## config.mk

```make
export PLATFORM = sky130hd
export DESIGN_NAME = id_stage_flat
export DESIGN_NICKNAME = d
export VERILOG_FILES = /design/src/rtl/id_stage_pkg.sv /design/src/rtl/id_stage_if.sv /design/src/rtl/id_stage_reg_file.sv /design/src/rtl/id_stage.sv /design/src/flat_wrapper.sv
export SDC_FILE = /design/constraint.sdc
export NUM_CORES = 2
export LEC_CHECK = 0
export BUFFER_PORTS_ARGS = -buffer_cell sky130_fd_sc_hd__clkbuf_2
export CAP_MARGIN = 30
export CORE_MARGIN = 8
export CORE_UTILIZATION = 45
export DETAILED_ROUTE_END_ITERATION = 12
export GPL_TIMING_DRIVEN = 1
export RECOVER_POWER = 25
export SLEW_MARGIN = 40
export SYNTH_ARGS = -nofsm -noshare
export SYNTH_HDL_FRONTEND = slang
export SYNTH_SLANG_ARGS = --single-unit
```

## constraint.sdc

```tcl
create_clock -name clk -period 4.5 [get_ports clk]
set_input_delay 0.45 -clock clk [delete_from_list [all_inputs] [get_ports clk]]
set_output_delay 0.45 -clock clk [all_outputs]
set_load 0.02 [all_outputs]
```

## src/rtl/id_stage_pkg.sv

```systemverilog
`default_nettype none
// ============================================================================
//  Module   : id_stage_pkg
//  Purpose  : Shared opcode constants, instruction field positions and the
//             I-type classifier for the decode stage.
//  Revision : 1.0 - initial release
// ============================================================================
package id_stage_pkg;

    localparam logic [5:0] OP_ADDI  = 6'd8;
    localparam logic [5:0] OP_ADDIU = 6'd9;
    localparam logic [5:0] OP_ANDI  = 6'd10;
    localparam logic [5:0] OP_ORI   = 6'd11;
    localparam logic [5:0] OP_SLTI  = 6'd12;

    localparam int unsigned c_opc_lsb = 26;
    localparam int unsigned c_rs_lsb  = 21;
    localparam int unsigned c_rt_lsb  = 16;
    localparam int unsigned c_imm_lsb = 0;

    localparam int unsigned c_opc_w = 6;
    localparam int unsigned c_reg_w = 5;
    localparam int unsigned c_imm_w = 16;

    function automatic logic is_itype(input logic [5:0] opc);
        logic r;
        r = 1'b0;
        case (opc)
            OP_ADDI, OP_ADDIU, OP_ANDI, OP_ORI, OP_SLTI: r = 1'b1;
            default:                                     r = 1'b0;
        endcase
        return r;
    endfunction

endpackage
`default_nettype wire

```

## src/rtl/id_stage_if.sv

```systemverilog
`default_nettype none
// ============================================================================
//  Module   : id_stage_if
//  Purpose  : Fetch handshake, write-back port and ALU-side output bundle of
//             the decode stage.
//  Revision : 1.0 - initial release
// ============================================================================
interface id_stage_if;

    logic [31:0] inst_in;
    logic        inst_valid;
    logic        in_ready;

    logic        wb_en;
    logic [4:0]  wb_addr;
    logic [31:0] wb_data;

    logic        ex_ready;
    logic        out_valid;
    logic [31:0] inst_reg;
    logic [31:0] ALU_I1;
    logic [15:0] ALU_I2;

    modport master (
        output inst_in, inst_valid, wb_en, wb_addr, wb_data, ex_ready,
        input  in_ready, out_valid, inst_reg, ALU_I1, ALU_I2
    );

    modport slave (
        input  inst_in, inst_valid, wb_en, wb_addr, wb_data, ex_ready,
        output in_ready, out_valid, inst_reg, ALU_I1, ALU_I2
    );

endinterface
`default_nettype wire

```

## src/rtl/id_stage_reg_file.sv

```systemverilog
`default_nettype none
// ============================================================================
//  Module   : reg_file
//  Purpose  : Architectural register file, one asynchronous read port, one
//             synchronous write port, register 0 reads as zero.
//  Revision : 1.0 - initial release
// ============================================================================
module reg_file #(
    parameter int NREGS  = 32,
    parameter int DATA_W = 32
) (
    input  wire logic              clk,
    input  wire logic              rst,
    input  wire logic [4:0]        i_raddr,
    output logic      [DATA_W-1:0] o_rdata,
    input  wire logic              i_we,
    input  wire logic [4:0]        i_waddr,
    input  wire logic [DATA_W-1:0] i_wdata
);

    logic [DATA_W-1:0] r_regs [0:NREGS-1];

    always_ff @(posedge clk) begin
        if (rst) begin
            for (int i = 0; i < NREGS; i++) begin
                r_regs[i] <= '0;
            end
        end else if (i_we && (i_waddr != 5'd0)) begin
            r_regs[i_waddr] <= i_wdata;
        end
    end

    // Register 0 is forced to zero on the read side, so writes to it are moot.
    assign o_rdata = (i_raddr == 5'd0) ? '0 : r_regs[i_raddr];

endmodule
`default_nettype wire

```

## src/rtl/id_stage.sv

```systemverilog
`default_nettype none
// ============================================================================
//  Module   : id_stage
//  Purpose  : Decode stage for I-type ALU instructions: operand fetch with
//             write-back bypass, RAW scoreboard, output register handshake.
//  Revision : 1.0 - initial release
// ============================================================================
module id_stage
    import id_stage_pkg::*;
#(
    parameter int NREGS = 32,
    parameter int CNT_W = 8
) (
    input  wire logic             clk,
    input  wire logic             rst,
    id_stage_if.slave             bus,
    output logic      [CNT_W-1:0] drop_cnt
);

    logic [5:0]       w_opc;
    logic [4:0]       w_rs;
    logic [4:0]       w_rt;
    logic [15:0]      w_imm;
    logic             w_is_itype;
    logic             w_wb_hit_rs;
    logic             w_hazard;
    logic             w_in_ready;
    logic             w_accept;
    logic [31:0]      w_rf_rdata;
    logic [31:0]      w_rs_val;
    logic [NREGS-1:0] w_pending_nxt;

    logic [NREGS-1:0] r_pending;
    logic             r_out_valid;
    logic [31:0]      r_inst;
    logic [31:0]      r_alu_i1;
    logic [15:0]      r_alu_i2;
    logic [CNT_W-1:0] r_drop_cnt;

    assign w_opc = bus.inst_in[c_opc_lsb +: c_opc_w];
    assign w_rs  = bus.inst_in[c_rs_lsb  +: c_reg_w];
    assign w_rt  = bus.inst_in[c_rt_lsb  +: c_reg_w];
    assign w_imm = bus.inst_in[c_imm_lsb +: c_imm_w];

    assign w_is_itype  = is_itype(w_opc);
    assign w_wb_hit_rs = bus.wb_en && (bus.wb_addr == w_rs);

    // A pending source is not a hazard when its write-back lands this cycle.
    assign w_hazard   = w_is_itype && (w_rs != 5'd0) && r_pending[w_rs] && !w_wb_hit_rs;
    assign w_in_ready = (!r_out_valid || bus.ex_ready) && !w_hazard;
    assign w_accept   = bus.inst_valid && w_in_ready;

    reg_file #(
        .NREGS  (NREGS),
        .DATA_W (32)
    ) u_reg_file (
        .clk     (clk),
        .rst     (rst),
        .i_raddr (w_rs),
        .o_rdata (w_rf_rdata),
        .i_we    (bus.wb_en),
        .i_waddr (bus.wb_addr),
        .i_wdata (bus.wb_data)
    );

    always_comb begin
        w_rs_val = w_rf_rdata;
        if (w_rs == 5'd0) begin
            w_rs_val = '0;
        end else if (w_wb_hit_rs) begin
            w_rs_val = bus.wb_data;
        end
    end

    // Clear first, then set, so a same-cycle set of the same bit wins.
    always_comb begin
        w_pending_nxt = r_pending;
        if (bus.wb_en) begin
            w_pending_nxt[bus.wb_addr] = 1'b0;
        end
        if (w_accept && w_is_itype && (w_rt != 5'd0)) begin
            w_pending_nxt[w_rt] = 1'b1;
        end
        w_pending_nxt[0] = 1'b0;
    end

    always_ff @(posedge clk) begin
        if (rst) begin
            r_pending   <= '0;
            r_out_valid <= 1'b0;
            r_inst      <= '0;
            r_alu_i1    <= '0;
            r_alu_i2    <= '0;
            r_drop_cnt  <= '0;
        end else begin
            r_pending <= w_pending_nxt;

            if (w_accept && w_is_itype) begin
                r_out_valid <= 1'b1;
                r_inst      <= bus.inst_in;
                r_alu_i1    <= w_rs_val;
                r_alu_i2    <= w_imm;
            end else if (bus.ex_ready) begin
                r_out_valid <= 1'b0;
            end

            if (w_accept && !w_is_itype && (r_drop_cnt != {CNT_W{1'b1}})) begin
                r_drop_cnt <= r_drop_cnt + CNT_W'(1);
            end
        end
    end

    assign bus.in_ready  = w_in_ready;
    assign bus.out_valid = r_out_valid;
    assign bus.inst_reg  = r_inst;
    assign bus.ALU_I1    = r_alu_i1;
    assign bus.ALU_I2    = r_alu_i2;
    assign drop_cnt      = r_drop_cnt;

endmodule
`default_nettype wire

```

## src/flat_wrapper.sv

```systemverilog
// flat-port wrapper written by rule: the top's interface ports become plain ports
module id_stage_flat import id_stage_pkg::*;
#(
    parameter int NREGS = 32,
    parameter int CNT_W = 8
)
  (clk, rst, drop_cnt, bus_inst_in, bus_inst_valid, bus_wb_en, bus_wb_addr, bus_wb_data, bus_ex_ready, bus_in_ready, bus_out_valid, bus_inst_reg, bus_ALU_I1, bus_ALU_I2);
  id_stage_if bus_i ();
  input  wire logic clk;
  input  wire logic rst;
  output logic      [CNT_W-1:0] drop_cnt;
  input wire logic [$bits(bus_i.inst_in)-1:0] bus_inst_in;
  input wire logic [$bits(bus_i.inst_valid)-1:0] bus_inst_valid;
  input wire logic [$bits(bus_i.wb_en)-1:0] bus_wb_en;
  input wire logic [$bits(bus_i.wb_addr)-1:0] bus_wb_addr;
  input wire logic [$bits(bus_i.wb_data)-1:0] bus_wb_data;
  input wire logic [$bits(bus_i.ex_ready)-1:0] bus_ex_ready;
  output wire logic [$bits(bus_i.in_ready)-1:0] bus_in_ready;
  output wire logic [$bits(bus_i.out_valid)-1:0] bus_out_valid;
  output wire logic [$bits(bus_i.inst_reg)-1:0] bus_inst_reg;
  output wire logic [$bits(bus_i.ALU_I1)-1:0] bus_ALU_I1;
  output wire logic [$bits(bus_i.ALU_I2)-1:0] bus_ALU_I2;
  assign bus_i.inst_in = bus_inst_in;
  assign bus_i.inst_valid = bus_inst_valid;
  assign bus_i.wb_en = bus_wb_en;
  assign bus_i.wb_addr = bus_wb_addr;
  assign bus_i.wb_data = bus_wb_data;
  assign bus_i.ex_ready = bus_ex_ready;
  assign bus_in_ready = bus_i.in_ready;
  assign bus_out_valid = bus_i.out_valid;
  assign bus_inst_reg = bus_i.inst_reg;
  assign bus_ALU_I1 = bus_i.ALU_I1;
  assign bus_ALU_I2 = bus_i.ALU_I2;
  id_stage #(.NREGS(NREGS), .CNT_W(CNT_W)) u_core (.clk(clk), .rst(rst), .bus(bus_i), .drop_cnt(drop_cnt));
endmodule
```

==> results.json <==
{
  "cts_tree": "done",
  "finalHoldViolCount": 0,
  "holdPathStages": 3,
  "grt_pass1_vias": 30900,
  "slew_headroom": -0.860,
  "place.gp.congestion": 0.947,
  "clock_sinks": 1128,
  "wire_per_inst_um": 30.6,
  "dp.cells": 5043,
  "vias": 31300,
  "async_flop_share": 0,
  "grtUsageTotal": 0.251,
  "synth_cell_types": 65,
  "ios": 164,
  "avgSynthCellArea_um2": 14.5,
  "dr_wl_met3_um": 15300,
  "r2r-start": "u_core.r_pending[5]",
  "synthToLayoutAreaGrowth_pct": 13.0,
  "ys_warn_count": 0,
  "regArea_mm2": 0.0328,
  "start_kind": "input pin",
  "drive_gt1_frac": 0.176,
  "layout.cells.most_common": "edfxtp_1",
  "cts_buffers": 116,
  "fin_skew_ns": 0.0275,
  "cts_setup_buffers": 0,
  "grt_pass1_wl_um": 231000,
  "hold_class": "input pin to register",
  "drtAntennaViolNets": 0,
  "overflow": 0,
  "synth_edf_count": 1024,
  "highest_layer": "met5",
  "dieArea_mm2": 0.126,
  "portBuffers": 163,
  "ctsHoldBuffers": 18,
  "drt-initial-drc-count": 3862,
  "min_to": "u_core.bus.ALU_I2[4]",
  "wirelength_um": 162000,
  "htree_levels": 3,
  "finalNetCount": 3742,
  "maxCapViolCount": 15,
  "p_per_area_mw_per_mm2": 402,
  "dp_slack_ns": 1.19,
  "initial_core_util": 0.452,
  "core_mm2": 0.114,
  "r2r-end": "u_core.r_pending[12]",
  "arrival_ns": 4.04,
  "dp_hpwl_um": 99800,
  "largest_register": "u_core.u_reg_file.r_regs",
  "syn-instance-count": 3557,
  "status": "finished, violations left",
  "setup_viol": 0,
  "p_leak_uw": 0.0200,
  "grt_max_degree": 97,
  "clk_pin_slew_ns": 0.06,
  "die-width_um": 354,
  "finalSetupTns_ns": 0,
  "cts_buffer_depth": 3,
  "clockRootBuffer": "clkbuf_16",
  "required_ns": 4.76,
  "cts_resized": 0,
  "yosys_register_bits": 1128,
  "layout_common_cells": "edfxtp_1 (1024), and2_1 (877), mux4_2 (230)",
  "violations": "max-capacitance violations, max-slew violations",
  "rows": 124,
  "path_class": "input pin to register",
  "die_h_um": 354,
  "clkLatencyLatePin_ns": 0.72,
  "drt_first_pass_iters": 5,
  "min_period_ns": 3.78,
  "drc_errors": 0,
  "nFillCells": 9418,
  "reg2reg_depth": 7,
  "rsz0062_at_grt": "false",
  "endpoint_kind": "register",
  "drv_slew": 321,
  "ys.flop_type": "edfxtp_1",
  "largest_reg_flops": 1024,
  "finish.utilization": 0.511,
  "fin_cells": 5277,
  "max_clock_freq_mhz": 264,
  "setup_ws_ns": 0.718,
  "vias_per_cell": 5.93,
  "wl_met2_um": 74400,
  "multi_input_area_mm2": 0.0173,
  "met1_length_um": 65300,
  "period_share": 0.840,
  "r2r_slack_ns": 2.01,
  "min-delay-start": "bus_inst_in[4]",
  "vdd_drop_max_mv": 0.328,
  "path_max_fanout": 46,
  "syn_area_mm2": 0.0515,
  "tightest_slew_ns": 2.79,
  "total_power_uw": 23400,
  "antenna_found_initial": 10,
  "ys_seq_area_frac": 0.637
}
-- Yosys cell counts, drive strengths merged, types with 3 or more instances --
cell | number | area [um^2]
nand2b | 7 | 43.8
and2 | 998 | 6240
a22o | 92 | 806
o21ai | 57 | 304
dfxtp | 104 | 2080
and3 | 6 | 37.5
nand2 | 110 | 413
a22oi | 18 | 135
or2 | 4 | 25.0
nor2 | 100 | 375
nand4 | 53 | 347
a221oi | 8 | 70.1
o221ai | 32 | 280
mux2 | 4 | 45.0
nor3 | 5 | 25.0
a21oi | 5 | 25.0
mux2i | 109 | 1090
o311ai | 25 | 219
edfxtp | 1024 | 30700
nand3 | 28 | 140
nor2b | 13 | 81.3
nor3b | 3 | 27.5
o32ai | 6 | 52.6
mux4 | 231 | 5210
o31ai | 21 | 168
buf | 107 | 721
inv | 31 | 116
o22ai | 14 | 87.6
clkbuf | 264 | 992
o211ai | 41 | 327
or3 | 6 | 37.5
xor2 | 8 | 70.1
-- metrics by stage --
step | instance area, um^2 | hold WS [ns]
after detailed placement | 54900 | 0.452
final | 58200 | 0.0363
after global placement | 54200 | 0.441
after CTS | 58700 | 0.0147
after floorplan | 51700 | 0.432
after global routing | 58200 | 0.0285
-- worst max-delay path, stage by stage --
cell      delay (ns)
clkbuf_1        0.81
inv_6           0.43
o31ai_1         0.23
clkbuf_1        2.00
-- where the power goes --
part | leakage [uW] | internal, uW | switching [uW]
logic | 0.00766 | 698 | 1320
clock network | 0.00176 | 5200 | 4080
registers | 0.0106 | 11900 | 150
total | 0.0200 | 17800 | 5550
-- cells by family after synthesis --
family	count (synthesis)	synth area share
flip-flops	1128	0.637
buffers and inverters	403	0.0356
AND/OR/NAND/NOR	1340	0.153
AO/OA/AOI/OAI	330	0.0498
XOR/XNOR	10	0.00170
other	1	0.0000728
multiplexers	344	0.123
adder cells (fa/ha/maj)	1	0.000243
-- routing by layer --
metal  up-vias  track usage
li1      13300            -
met1     16100        0.341
met2      1556        0.397
met4         2       0.0901
met3       278       0.0580
met5         -            0
-- final cells by class --
cell class              instances  share of cell area
clock buffers                 160              0.0553
multi-input cells            2057               0.297
inverters                      32             0.00215
repair buffers                332              0.0424
diodes                          1           0.0000430
well taps                    1512              0.0325
flip-flops and latches       1128               0.564
clock inverters                55             0.00647
-- worst max-delay path by stage --
stage	end	cells after the start	from
after floorplan	u_core.u_reg_file.r_regs[16][0]	4	bus_wb_addr[4]
after global placement	u_core.u_reg_file.r_regs[25][17]	6	bus_wb_addr[0]
after detailed placement	u_core.bus.ALU_I1[24]	8	bus_inst_in[23]
after CTS	bus_in_ready	7	bus_inst_in[26]
after global routing	u_core.u_reg_file.r_regs[1][19]	5	bus_wb_en
final	u_core.u_reg_file.r_regs[2][18]	4	rst
Note: power is estimated with default switching activity, not from simulation.
